===== src/rtl/incr_case_matcher.sv =====
// ---------------------------------------------------------------------------
// incr_case_matcher
//
// Registered priority matcher over a table of NKEYS keys, with optional
// post-increment keys. An accepted selector is compared against the keys in
// ascending index order. The lowest matching index wins. The result is
// registered one cycle later. Keys flagged in INC_MASK are incremented at
// the same edge, using the value they had before the comparison.
//
// Ports:
//   clk        - clock, all state changes on the rising edge
//   rst_n      - synchronous active-low reset
//   load_valid - write key[load_idx] = load_val this cycle
//   load_idx   - key index to write (indices >= NKEYS are ignored)
//   load_val   - key value to write
//   in_valid   - selector valid
//   in_ready   - block can accept a selector (!out_valid || out_ready)
//   in_sel     - selector to match
//   out_valid  - result valid
//   out_ready  - downstream accepts the result
//   out_code   - i+1 for a match at index i, 0 for no match
//   out_hit    - any key matched
//   out_idx    - matched index (0 for no match)
// ---------------------------------------------------------------------------
module incr_case_matcher #(
    parameter int unsigned       WIDTH    = 4,
    parameter int unsigned       NKEYS    = 2,
    parameter int unsigned       OUTW     = 32,
    parameter logic [NKEYS-1:0]  INC_MASK = NKEYS'(1),
    parameter int unsigned       INC_MODE = 0,
    parameter logic [WIDTH-1:0]  KEY_RST  = '0,
    localparam int unsigned      IW       = (NKEYS > 1) ? $clog2(NKEYS) : 1
) (
    input  logic             clk,
    input  logic             rst_n,
    input  logic             load_valid,
    input  logic [IW-1:0]    load_idx,
    input  logic [WIDTH-1:0] load_val,
    input  logic             in_valid,
    output logic             in_ready,
    input  logic [WIDTH-1:0] in_sel,
    output logic             out_valid,
    input  logic             out_ready,
    output logic [OUTW-1:0]  out_code,
    output logic             out_hit,
    output logic [IW-1:0]    out_idx
);

    logic [WIDTH-1:0] key_q [NKEYS];
    logic [WIDTH-1:0] key_d [NKEYS];

    logic             out_valid_q, out_valid_d;
    logic [OUTW-1:0]  out_code_q,  out_code_d;
    logic             out_hit_q,   out_hit_d;
    logic [IW-1:0]    out_idx_q,   out_idx_d;

    logic             xfer;
    logic             found;
    logic [IW-1:0]    match_idx;
    logic [OUTW-1:0]  match_code;

    assign in_ready = !out_valid_q || out_ready;
    assign xfer     = in_valid && in_ready;

    // Single ascending scan: a key counts as "evaluated" while no lower
    // index has matched yet. This gives both the priority match and the
    // set of keys that INC_MODE=1 bumps.
    always_comb begin
        found      = 1'b0;
        match_idx  = '0;
        match_code = '0;
        key_d      = key_q;
        for (int unsigned i = 0; i < NKEYS; i++) begin
            if (xfer && INC_MASK[i] &&
                ((INC_MODE == 1) ? !found : (!found && key_q[i] == in_sel))) begin
                key_d[i] = key_q[i] + WIDTH'(1);
            end
            if (!found && key_q[i] == in_sel) begin
                found      = 1'b1;
                match_idx  = IW'(i);
                match_code = OUTW'(i + 1);
            end
        end
        // A load is applied after the increment, so it wins on a collision.
        // An out-of-range index matches no entry and is dropped.
        for (int unsigned i = 0; i < NKEYS; i++) begin
            if (load_valid && load_idx == IW'(i)) begin
                key_d[i] = load_val;
            end
        end
    end

    always_comb begin
        out_valid_d = out_valid_q;
        out_code_d  = out_code_q;
        out_hit_d   = out_hit_q;
        out_idx_d   = out_idx_q;
        if (xfer) begin
            out_valid_d = 1'b1;
            out_code_d  = match_code;
            out_hit_d   = found;
            out_idx_d   = match_idx;
        end else if (out_ready) begin
            out_valid_d = 1'b0;
        end
    end

    always_ff @(posedge clk) begin
        if (!rst_n) begin
            out_valid_q <= 1'b0;
            out_code_q  <= '0;
            out_hit_q   <= 1'b0;
            out_idx_q   <= '0;
            for (int unsigned i = 0; i < NKEYS; i++) begin
                key_q[i] <= KEY_RST;
            end
        end else begin
            out_valid_q <= out_valid_d;
            out_code_q  <= out_code_d;
            out_hit_q   <= out_hit_d;
            out_idx_q   <= out_idx_d;
            for (int unsigned i = 0; i < NKEYS; i++) begin
                key_q[i] <= key_d[i];
            end
        end
    end

    assign out_valid = out_valid_q;
    assign out_code  = out_code_q;
    assign out_hit   = out_hit_q;
    assign out_idx   = out_idx_q;

endmodule


===== config.mk =====
export PLATFORM = sky130hd
export DESIGN_NAME = incr_case_matcher
export DESIGN_NICKNAME = d
export VERILOG_FILES = /design/src/rtl/incr_case_matcher.sv
export SDC_FILE = /design/constraint.sdc
export NUM_CORES = 1
export LEC_CHECK = 0
export ABC_CLOCK_PERIOD_IN_PS = 2200
export BUFFER_PORTS_ARGS = -buffer_cell sky130_fd_sc_hd__buf_2
export CAP_MARGIN = 40
export CORE_MARGIN = 1
export CORE_UTILIZATION = 43
export DETAILED_ROUTE_END_ITERATION = 10
export HOLD_SLACK_MARGIN = 0.02
export PLACE_DENSITY = 0.79
export REMOVE_ABC_BUFFERS = 1
export SYNTH_ARGS = -nofsm -noshare
export SYNTH_HDL_FRONTEND = slang
export SYNTH_SLANG_ARGS = --single-unit

===== constraint.sdc =====
create_clock -name clk -period 2.2 [get_ports clk]
set_clock_uncertainty 0.15 [all_clocks]
set_input_delay 0.11 -clock clk [delete_from_list [all_inputs] [get_ports clk]]
set_output_delay 0.11 -clock clk [all_outputs]
set_load 0.01 [all_outputs]

# == After elaboration in Yosys (flattened, before gate mapping) ==
# Index checks and enable logic that the tools add are counted.
# op_classes
addsub,1
eq_ne,2
muxes,9
bitwise,1
reduce_logical,10
# ops
op,count
equality test 4 bit,2
2-to-1 mux 4 bit,2
2-to-1 mux 1 bit,6
logical AND 1 bit,5
adder 4 x 1 -> 4 bit (second input constant),1
nonzero test 2 bit,2
zero test 1 bit,2
2-to-1 mux 2 bit,1
logical OR 1 bit,1
inverter 1 bit,1
# word_totals
reg_bits,43
inputBits,14
out_inout_bits,36
word_cells,29

# == Longest topological paths before layout ==
# Gate-level depths: netlist of the first run.
# depth
ltp_word,6
depth_mapped,5
ltp_nobuf,4

# == Worst setup path before layout of the first run ==
# OpenSTA, ideal clock, no wires.
# synth_path
path_type,register to register
from,register key_q[4] (netlist name)
to,register key_q[7] (netlist name)
setup_ps,74
t_arrival_ps,1364
required_time_ps,1976
slack_ps,612
path_stages_with_launch,5
path_buffers,0
synth_period_minus_slack_ps,1588
cell_sequence,dfxtp_1 xnor2_1 nand4_2 or4_1 a31oi_1
# synth_between
elab_chain_cells,3
word_cells_on_any_way,6
cone_classes,add/sub: 1; eq/ne: 1; mux: 2; reduce/logical: 2
# synth_rtl
element,line,text
"start, declared",49,logic [WIDTH-1:0] key_q [NKEYS];
"start signal, assigned by index",123,key_q[i] <= key_d[i];
adder 4 x 1 -> 4 bit or equality test 4 bit (tied branches),"76, 75",
2-to-1 mux 4 bit or logical AND 1 bit (tied branches),74,if (xfer && INC_MASK[i] &&
2-to-1 mux 4 bit or nonzero test 2 bit (tied branches),n/a,
# Several ways; a longest one is shown, not always the timed one. The select of a mux whose other input is x is not followed.
# A chain may end at the register's enable or synchronous reset.

# == Worst setup path after layout of the first run ==
# layout_path
from,register key_q[6] (netlist name)
to,register key_q[7] (netlist name)
# The elaborated chain is that of the path after synthesis.

==> metrics, run 1 <==
WL final 1622 µm; Crit Path Class reg2reg; startpoint types flop; TritonCTS clock tree built; status completed; Crit. End Element flop; cts bufs inserted 3; post-synthesis cell type count 24; Pre-antenna DRT Iters 4; Worst Hold Path Cells 3; Rows 15; die height 46.78 µm; met2 WL post-DR 883 µm; DR top layer met4; initial antenna violation count 0; r2r endpoint key_q[7]; Clock Latency Late Sink 270 ps; RSZ-0062 raised after global routing no; htree depth 1; drt drc 0; met1 wire length 616 µm; clk slew on worst S/H paths 80 ps; Starting Density 47.85%; Critical path destination key_q[7]; Layout area overhead 15.24%; CP required 2260 ps; Tcrit/Tclk final 80.32%; Setup TNS 0 ps; gr usage total 15.04%; Via density 4.510; num ports 50; DRT antenna net count 0; final setup fails 0; Power Density 534.8 nW/µm²; FILL cells 181; chip width 46.78 µm; Max Cap Violations 0; critical path peak fanout 8; Register-to-Register Path Depth 4; vias 708; clock sink count 12; Port Buffer Count 19; fin nets 148; gr ovfl total 0; Seq cells post-synth 12; crit path time final 1767 ps; Reg-to-Reg Start key_q[6]; Final Max Tran Viols 0; Syn Std Cell Area 862.1 µm²; Gate Count Post-Synth 103; die area 2188 µm²; Final WS setup 433.0 ps; CTS max path bufs 2; post_cts resized 0; leakage power 0.4322 nW; Setup WS pre-CTS 469.2 ps; sequential element share of the synthesized area 27.87%; share of cells above drive strength 1 21.21%; syn_area_per_cell 8.370 µm²; Fin Hold WS 75.39 ps; core area 1802 µm²; WL/cell 10.33 µm; largest net degree at the start of global routing 13; worst reg-to-reg setup slack 430 ps; CTS Root Cell clkbuf_4; Tightest Hold Check Type in2reg; WL met3 115 µm; highest clock rate 565.9 MHz; Iteration-0 DRC Markers 18; YS warnings 0; Inserted Diodes 0; crit path from key_q[6]; Peak supply drop 0.3848 mV; DP HPWL 1192 µm; Hold Violations, Final 0; Placer Congestion 0.7264; Worst Path Arrival 1820 ps; Final Power 0.5313 mW; global-route wire length before repair 2290 µm; vias in the first global route 572
## report_power, final
group / internal [mW] / switching, mW / leakage (nW)
Clock: 0.101 / 0.0768 / 0.0210
Combinational: 0.0473 / 0.0679 / 0.313
Sequential: 0.228 / 0.0102 / 0.0984
## kinds of logic after synthesis
family                     share of synthesized area, %
adders and majority gates                         1.451
buffers and inverters                             28.74
AOI/OAI and AO/OA                                 16.11
DFF                                               27.87
other                                            0.4350
and+or+nand+nor                                   16.40
xor gates and xnor gates                          8.999
## state kept, by name, indices dropped and copies added (netlist names)
register	cells
key_q	8
out_hit	1
out_idx	1
out_valid	1
out_code	1
## cells in the final DEF, fill, tap and decap left out, types with 3 or more instances in the layout
cell type	instances
o21ai_0	6
a31oi_1	4
a21boi_0	7
dlygate4sd3_1	10
nand3_1	6
xnor2_1	7
clkbuf_4	3
dfxtp_1	12
nand2_1	8
conb_1	30
buf_2	19
## critical path, cell delays in order (launching register included)
cell     delay [ps]
dfxtp_1         340
xnor2_1         270
nand4_2         240
or4_1           540
a31oi_1         160
## area by class of cell
type | instances | area (µm²) | area share, %
multi-input cells | 85 | 483.0 | 48.61
flip-flops and latches | 12 | 240.2 | 24.18
repair buffers | 29 | 195.2 | 19.65
clock buffers | 4 | 36.28 | 3.652
well taps | 25 | 31.28 | 3.149
inverters | 2 | 7.507 | 0.7557
## per-stage QoR
step | utilization (%) | instance area [µm²] | std cells
CTS | 55.14 | 993.5 | 157
finish | 55.14 | 993.5 | 157
global route | 55.14 | 993.5 | 157
detailed placement | 47.57 | 857.1 | 143
global placement | 47.57 | 857.1 | 143
floorplan | - | 730.7 | 99
## how the worst min path moves through the flow
stage	startpoint	to	slack, ps
after floorplan	rst_n	out_idx	80
after global placement	in_valid	out_valid	240
after detailed placement	load_val[3]	key_q[3]	250
after CTS	out_ready	out_valid	70
after global routing	out_ready	out_valid	90
final	out_ready	out_valid	80
## repair_timing
action | 4_1_cts | 5_1_grt
setup buffers | 0 | 0
hold endpoints to repair | 9 | 0
hold buffers | 10 | 0
## per-layer routing
metal | GRT usage, % | up-vias
met5 | 0 | -
met4 | 1.714 | 0
met3 | 5.769 | 2
met2 | 28.06 | 44
met1 | 16.59 | 311
li1 | - | 351
## synthesized netlist by cell type
library cell,count,share of area [%]
buf_4,31,27
dfxtp_1,12,28
nand2_1,8,3.5
a21boi_0,7,6.1
xnor2_1,7,7.1
nand3_1,6,3.5
o21ai_0,6,3.5
a31oi_1,4,2.9
clkbuf_1,2,0.87
inv_1,2,0.87
nand2b_1,2,1.5
nand4_1,2,1.5
o31ai_1,2,1.7
or4_1,2,1.7
a21o_2,1,1.0
and2_1,1,0.73
and4_2,1,1.2
conb_1,1,0.43
ha_1,1,1.5
nand4_2,1,1.5
nor3_1,1,0.58
o21a_1,1,0.87
or3_2,1,0.87
xnor2_2,1,1.9
Note: power is estimated with default switching activity, not from simulation.
==> inputs of run 2 (changes only) <==
--- a/config.mk
+++ b/config.mk
@@ -5,7 +5,7 @@
 export SDC_FILE = /design/constraint.sdc
 export NUM_CORES = 1
 export LEC_CHECK = 0
-export ABC_CLOCK_PERIOD_IN_PS = 2200
+export ABC_CLOCK_PERIOD_IN_PS = 1800
 export BUFFER_PORTS_ARGS = -buffer_cell sky130_fd_sc_hd__buf_2
 export CAP_MARGIN = 40
 export CORE_MARGIN = 1
==> constraint.sdc (replaced) <==
create_clock -name clk -period 1.8 [get_ports clk]
set_clock_uncertainty 0.15 [all_clocks]
set_input_delay 0.09 -clock clk [delete_from_list [all_inputs] [get_ports clk]]
set_output_delay 0.09 -clock clk [all_outputs]
set_load 0.01 [all_outputs]
==> metrics, run 2 (synthesized netlist as in run 1, its figures left out) <==
Layout area overhead 20.90%; crit-path cells xnor2_2 -> nand4_2 -> or4_1 -> a31oi_1; initial antenna violation count 0 (unchanged); Tightest Hold Check Type in2reg; final setup fails 0 (unchanged); Peak supply drop 0.4150 mV (+7.8%); largest net degree at the start of global routing 13 (unchanged); fin nets 151 (+2.0%); Largest Register key_q; placed cell area 864.6 µm² (+0.88%); drt drc 0 (unchanged); M3 GR Usage 8.077% (+2.3 points); WL final 1674 µm (+3.2%); critical path peak fanout 7 (-1); Rows 15 (unchanged); status completed; max incr delay on CP 530 ps (about the same); Worst Path Arrival 1760 ps (-60 ps); highest clock rate 585.1 MHz (+3.4%); Tcrit/Tclk final 94.95% (+15 points); Clock power frac 32.7% (-0.7 points); commonest cells after routing, fill and taps aside 30 x conb_1, 19 x buf_2, 11 x dlygate4sd3_1, 11 x dfxtp_1, 8 x nand2_1; CP required 1860 ps (-400 ps); vias 721 (+1.8%); M2 GR Usage 27.50% (-0.56 points); Port Buffer Count 19 (unchanged); crit-path leading delay family simple AND/OR/NAND/NOR gates; cell-internal power 0.4702 mW (+25%); CTS Root Cell clkbuf_4; clock sink count 12 (unchanged); crit path time final 1709 ps (-57.90 ps); die height 46.78 µm (unchanged); commonest non-fill, non-tap cell in the layout conb_1; Power Density 636.2 nW/µm² (+19%); final core occ 57.85% (+2.7 points); GR peak layer met2; chip width 46.78 µm (unchanged); post-route cell area 1042 µm² (+4.9%); Hold Violations, Final 0 (unchanged); GR Util met1 19.44% (+2.8 points); startpoint types flop; DRT antenna net count 0 (unchanged); Crit Path Class reg2reg; Setup WS pre-CTS 86.61 ps (-382.6 ps); WL/cell 10.46 µm (+1.3%); max reg flops 8 (unchanged); Via density 4.506 (about the same); Net Sw Power 0.1929 mW (+25%); CP bufs+invs 0 (unchanged); TritonCTS clock tree built; DP HPWL 1215 µm (+1.9%); Final WS setup 90.86 ps (-342.1 ps); Inserted Diodes 0 (unchanged); die area 2188 µm² (unchanged); Placer Congestion 0.7335 (+0.98%); gr usage total 16.56% (+1.5 points); Clock Latency Late Sink 280 ps (about the same); num ports 50 (unchanged); Iteration-0 DRC Markers 5 (-13); switching share of power 29.09% (-0.059 points); leakage power 0.4624 nW (+7.0%); Comb pwr share 23.0% (+1.3 points); clk slew on worst S/H paths 80 ps (about the same); cts bufs inserted 3 (unchanged); vias in the first global route 586 (+2.4%); global-route wire length before repair 2477 µm (+8.2%); Crit. End Element flop; htree depth 1 (unchanged); Max Cap Violations 0 (unchanged); CTS max path bufs 2 (unchanged); gr ovfl total 0 (unchanged); Starting Density 47.85% (unchanged); core area 1802 µm² (unchanged); Slowest-stage cell, CP or4_1; Final Max Tran Viols 0 (unchanged); Reg power frac 44.3% (-0.6 points); share of cells above drive strength 1 25.19% (+4.0 points); Pre-antenna DRT Iters 4 (unchanged)
## run 2: cell types whose count changed in the layout (fill, tap and decap cells not counted), sizes merged
cell,delta
dlygate4sd3,+1
buf,+2
## run 2: what timing repair did
| item | 4_1_cts | 5_1_grt |
|---|---|---|
| endpoints found under the hold margin | 12 | 0 |
| buffers inserted | 0 | 1 |
| endpoints found under the setup margin | 0 | 3 |
| hold buffers | 11 | 0 |
| resized for setup | 0 | 4 |
## run 2: area by class of cell
class / instances / area (µm²)
clock buffer: 4 / 36.28
fill: 179 / 759.5
inverter: 2 / 7.507
multi-input combinational: 85 / 505.5
sequential: 12 / 241.5
tap: 25 / 31.28
timing repair buffer: 32 / 220.2
## run 2: through the flow
step	std cells	hold slack [ps]	total power, mW	setup TNS (ps)
floorplan	99	57.45	0.3796	0
global placement	144	218.7	0.4190	0
detailed placement	144	221.5	0.4231	0
CTS	159	79.20	0.6537	0
global route	160	109.2	0.7066	-5.002
finish	160	85.32	0.6631	0
## run 2: per-layer routing
layer,wire (µm),part of all wire [%]
met1,659,39
met2,918,55
met3,96,5.7
met4,0,0
met5,0,0
## run 2: power groups by stage
stage	Combinational, mW	Clock [mW]	Sequential, mW
3_3_place_gp	0.123	0	0.296
2_1_floorplan	0.0824	0	0.297
6_report	0.152	0.217	0.294
4_1_cts	0.143	0.219	0.292
3_5_place_dp	0.126	0	0.298
5_1_grt	0.172	0.240	0.295
## run 2: final timing paths
kind | startpoint | endpoint | slack (ps) | cells past startpoint
worst max-delay path | key_q[5] | key_q[7] | 90 | 4
worst min-delay path | load_idx | key_q[2] | 90 | 4
worst max register to register | key_q[5] | key_q[7] | 90 | 4
worst min register to register | out_code[0] | out_code[0] | 310 | 2
## run 2: worst reg2reg max path: cells and delay by family, from the launching register on
| family | cells | cell delay, ps |
|---|---|---|
| AO/OA/AOI/OAI | 1 | 170 |
| XOR/XNOR | 1 | 150 |
| flip-flops | 1 | 440 |
| AND/OR/NAND/NOR | 2 | 720 |
==> inputs of run 3 (changes only) <==
--- a/config.mk
+++ b/config.mk
@@ -5,12 +5,13 @@
 export SDC_FILE = /design/constraint.sdc
 export NUM_CORES = 1
 export LEC_CHECK = 0
-export ABC_CLOCK_PERIOD_IN_PS = 1800
+export ABC_CLOCK_PERIOD_IN_PS = 1900
 export BUFFER_PORTS_ARGS = -buffer_cell sky130_fd_sc_hd__buf_2
 export CAP_MARGIN = 40
 export CORE_MARGIN = 1
 export CORE_UTILIZATION = 43
 export DETAILED_ROUTE_END_ITERATION = 10
+export GPL_TIMING_DRIVEN = 0
 export HOLD_SLACK_MARGIN = 0.02
 export PLACE_DENSITY = 0.79
 export REMOVE_ABC_BUFFERS = 1
==> constraint.sdc (replaced) <==
create_clock -name clk -period 1.9 [get_ports clk]
set_clock_uncertainty 0.15 [all_clocks]
set_input_delay 0.095 -clock clk [delete_from_list [all_inputs] [get_ports clk]]
set_output_delay 0.095 -clock clk [all_outputs]
set_load 0.01 [all_outputs]
==> metrics, run 3 (synthesized netlist as in run 1, its figures left out) <==
gr ovfl total 0 (unchanged); worst reg-to-reg setup slack 160 ps (+70 ps); switching share of power 31.05% (+2.0 points); CTS Root Cell clkbuf_4; share of cells above drive strength 1 20.45% (-4.7 points); Peak supply drop 0.3255 mV (-22%); initial antenna violation count 0 (unchanged); Port Buffer Count 19 (unchanged); Via density 4.535 (+0.64%); Rows 15 (unchanged); Largest Register key_q; DP HPWL 1179 µm (-3.0%); critical path peak fanout 8 (+1); cell-internal power 0.3941 mW (-16%); Hold Violations, Final 0 (unchanged); Final WS setup 161.1 ps (+70.21 ps); Setup TNS 0 ps (unchanged); die height 46.78 µm (unchanged); Setup WS pre-CTS 185.6 ps (+98.99 ps); die area 2188 µm² (unchanged); Worst Path Arrival 1800 ps (+40 ps); CTS max path bufs 2 (unchanged); Net Sw Power 0.1775 mW (-8.0%); Critical path destination key_q[7]; htree depth 1 (unchanged); Register-to-Register Path Depth 4 (unchanged); final instance count without filler cells 157 (-1.9%); global-route wire length before repair 2304 µm (-7.0%); final core occ 54.93% (-2.9 points); chip width 46.78 µm (unchanged); startpoint types flop; vias in the first global route 559 (-4.6%); vias 712 (-1.2%); Tcrit/Tclk final 91.52% (-3.4 points); Setup Buffers After CTS 0 (unchanged); Final Power 0.5716 mW (-14%); commonest non-fill, non-tap cell in the layout conb_1; highest clock rate 575.1 MHz (-1.7%); Reg-to-Reg Start key_q[4]; placed insts 143 (-0.69%); crit path time final 1739 ps (+29.79 ps); largest net degree at the start of global routing 13 (unchanged); CP required 1960 ps (+100 ps); Comb pwr share 23.4% (+0.4 points); Placer Congestion 0.7299 (-0.49%); final setup fails 0 (unchanged); DRT antenna net count 0 (unchanged); status completed; RSZ-0062 raised after global routing no; fin nets 149 (-1.3%); Final Max Tran Viols 0 (unchanged); cts bufs inserted 3 (unchanged); Max Cap Violations 0 (unchanged); crit path from key_q[4]; Pre-antenna DRT Iters 4 (unchanged); Crit Path Class reg2reg; TritonCTS clock tree built; core area 1802 µm² (unchanged); Tightest Hold Check Type in2reg; drt drc 0 (unchanged); gr usage total 15.86% (-0.70 points); Clock power frac 28.3% (-4.4 points); Iteration-0 DRC Markers 8 (+3); Power Density 577.5 nW/µm² (-9.2%); Inserted Diodes 0 (unchanged); FILL cells 186 (+3.9%); max reg flops 8 (unchanged); clock sink count 12 (unchanged); leakage power 0.4304 nW (-6.9%); r2r endpoint key_q[7]; clk slew on worst S/H paths 70 ps (about the same); Clock Latency Late Sink 280 ps (about the same); Starting Density 47.85% (unchanged); num ports 50 (unchanged); Reg power frac 48.3% (+4.0 points); commonest cells after routing, fill and taps aside 30 x conb_1, 19 x buf_2, 12 x dfxtp_1; Crit. End Element flop; Layout area overhead 14.80%; WL final 1618 µm (-3.3%); WL/cell 10.31 µm (-1.5%)
## run 3: worst min-delay path by stage
stage | from | endpoint | slack [ps] | depth (start not counted)
after floorplan | rst_n | out_idx | 60 | 1
after global placement | load_val[3] | key_q[3] | 220 | 3
after detailed placement | in_valid | out_valid | 230 | 3
after CTS | load_idx | key_q[2] | 80 | 4
after global routing | load_idx | key_q[3] | 120 | 4
final | load_idx | key_q[2] | 80 | 4
## run 3: stage by stage
| step | area (µm²) | hold slack [ps] |
|---|---|---|
| floorplan | 730.7 | 62.45 |
| global placement | 857.1 | 219.2 |
| detailed placement | 857.1 | 229.7 |
| CTS | 989.7 | 83.02 |
| global route | 989.7 | 124.4 |
| finish | 989.7 | 83.29 |
## run 3: timing repair
item	4_1_cts	5_1_grt
hold buffers	11	0
resized for setup	0	0
endpoints found under the hold margin	10	0
## run 3: routing by layer
layer / vias to the layer above / part of all wire, % / global-route usage [%]
met1: 321 / 40 / 18.31
met5: - / 0 / 0
met4: 0 / 2.8 / 8.571
li1: 354 / - / -
met2: 32 / 52 / 26.39
met3: 5 / 4.9 / 4.615
## run 3: power by group through the flow
stage                     Sequential, mW  Combinational (mW)  Clock [mW]
after detailed placement           0.282               0.116           0
final                              0.276               0.134       0.162
after CTS                          0.276               0.132       0.165
after floorplan                    0.282              0.0781           0
after global routing               0.278               0.150       0.179
after global placement             0.281               0.113           0
## run 3: final cells by class
| type | count | area (µm²) | area share (%) |
|---|---|---|---|
| multi-input cells | 85 | 483.0 | 48.80 |
| flip-flops and latches | 12 | 240.2 | 24.27 |
| inverters | 2 | 7.507 | 0.7585 |
| repair buffers | 30 | 205.2 | 20.73 |
| clock buffers | 3 | 22.52 | 2.276 |
| well taps | 25 | 31.28 | 3.161 |
## run 3: critical path: stages (launching register included)
cell	delay (ps)
dfxtp_1	350
xnor2_1	230
nand4_2	230
or4_1	550
a31oi_1	160
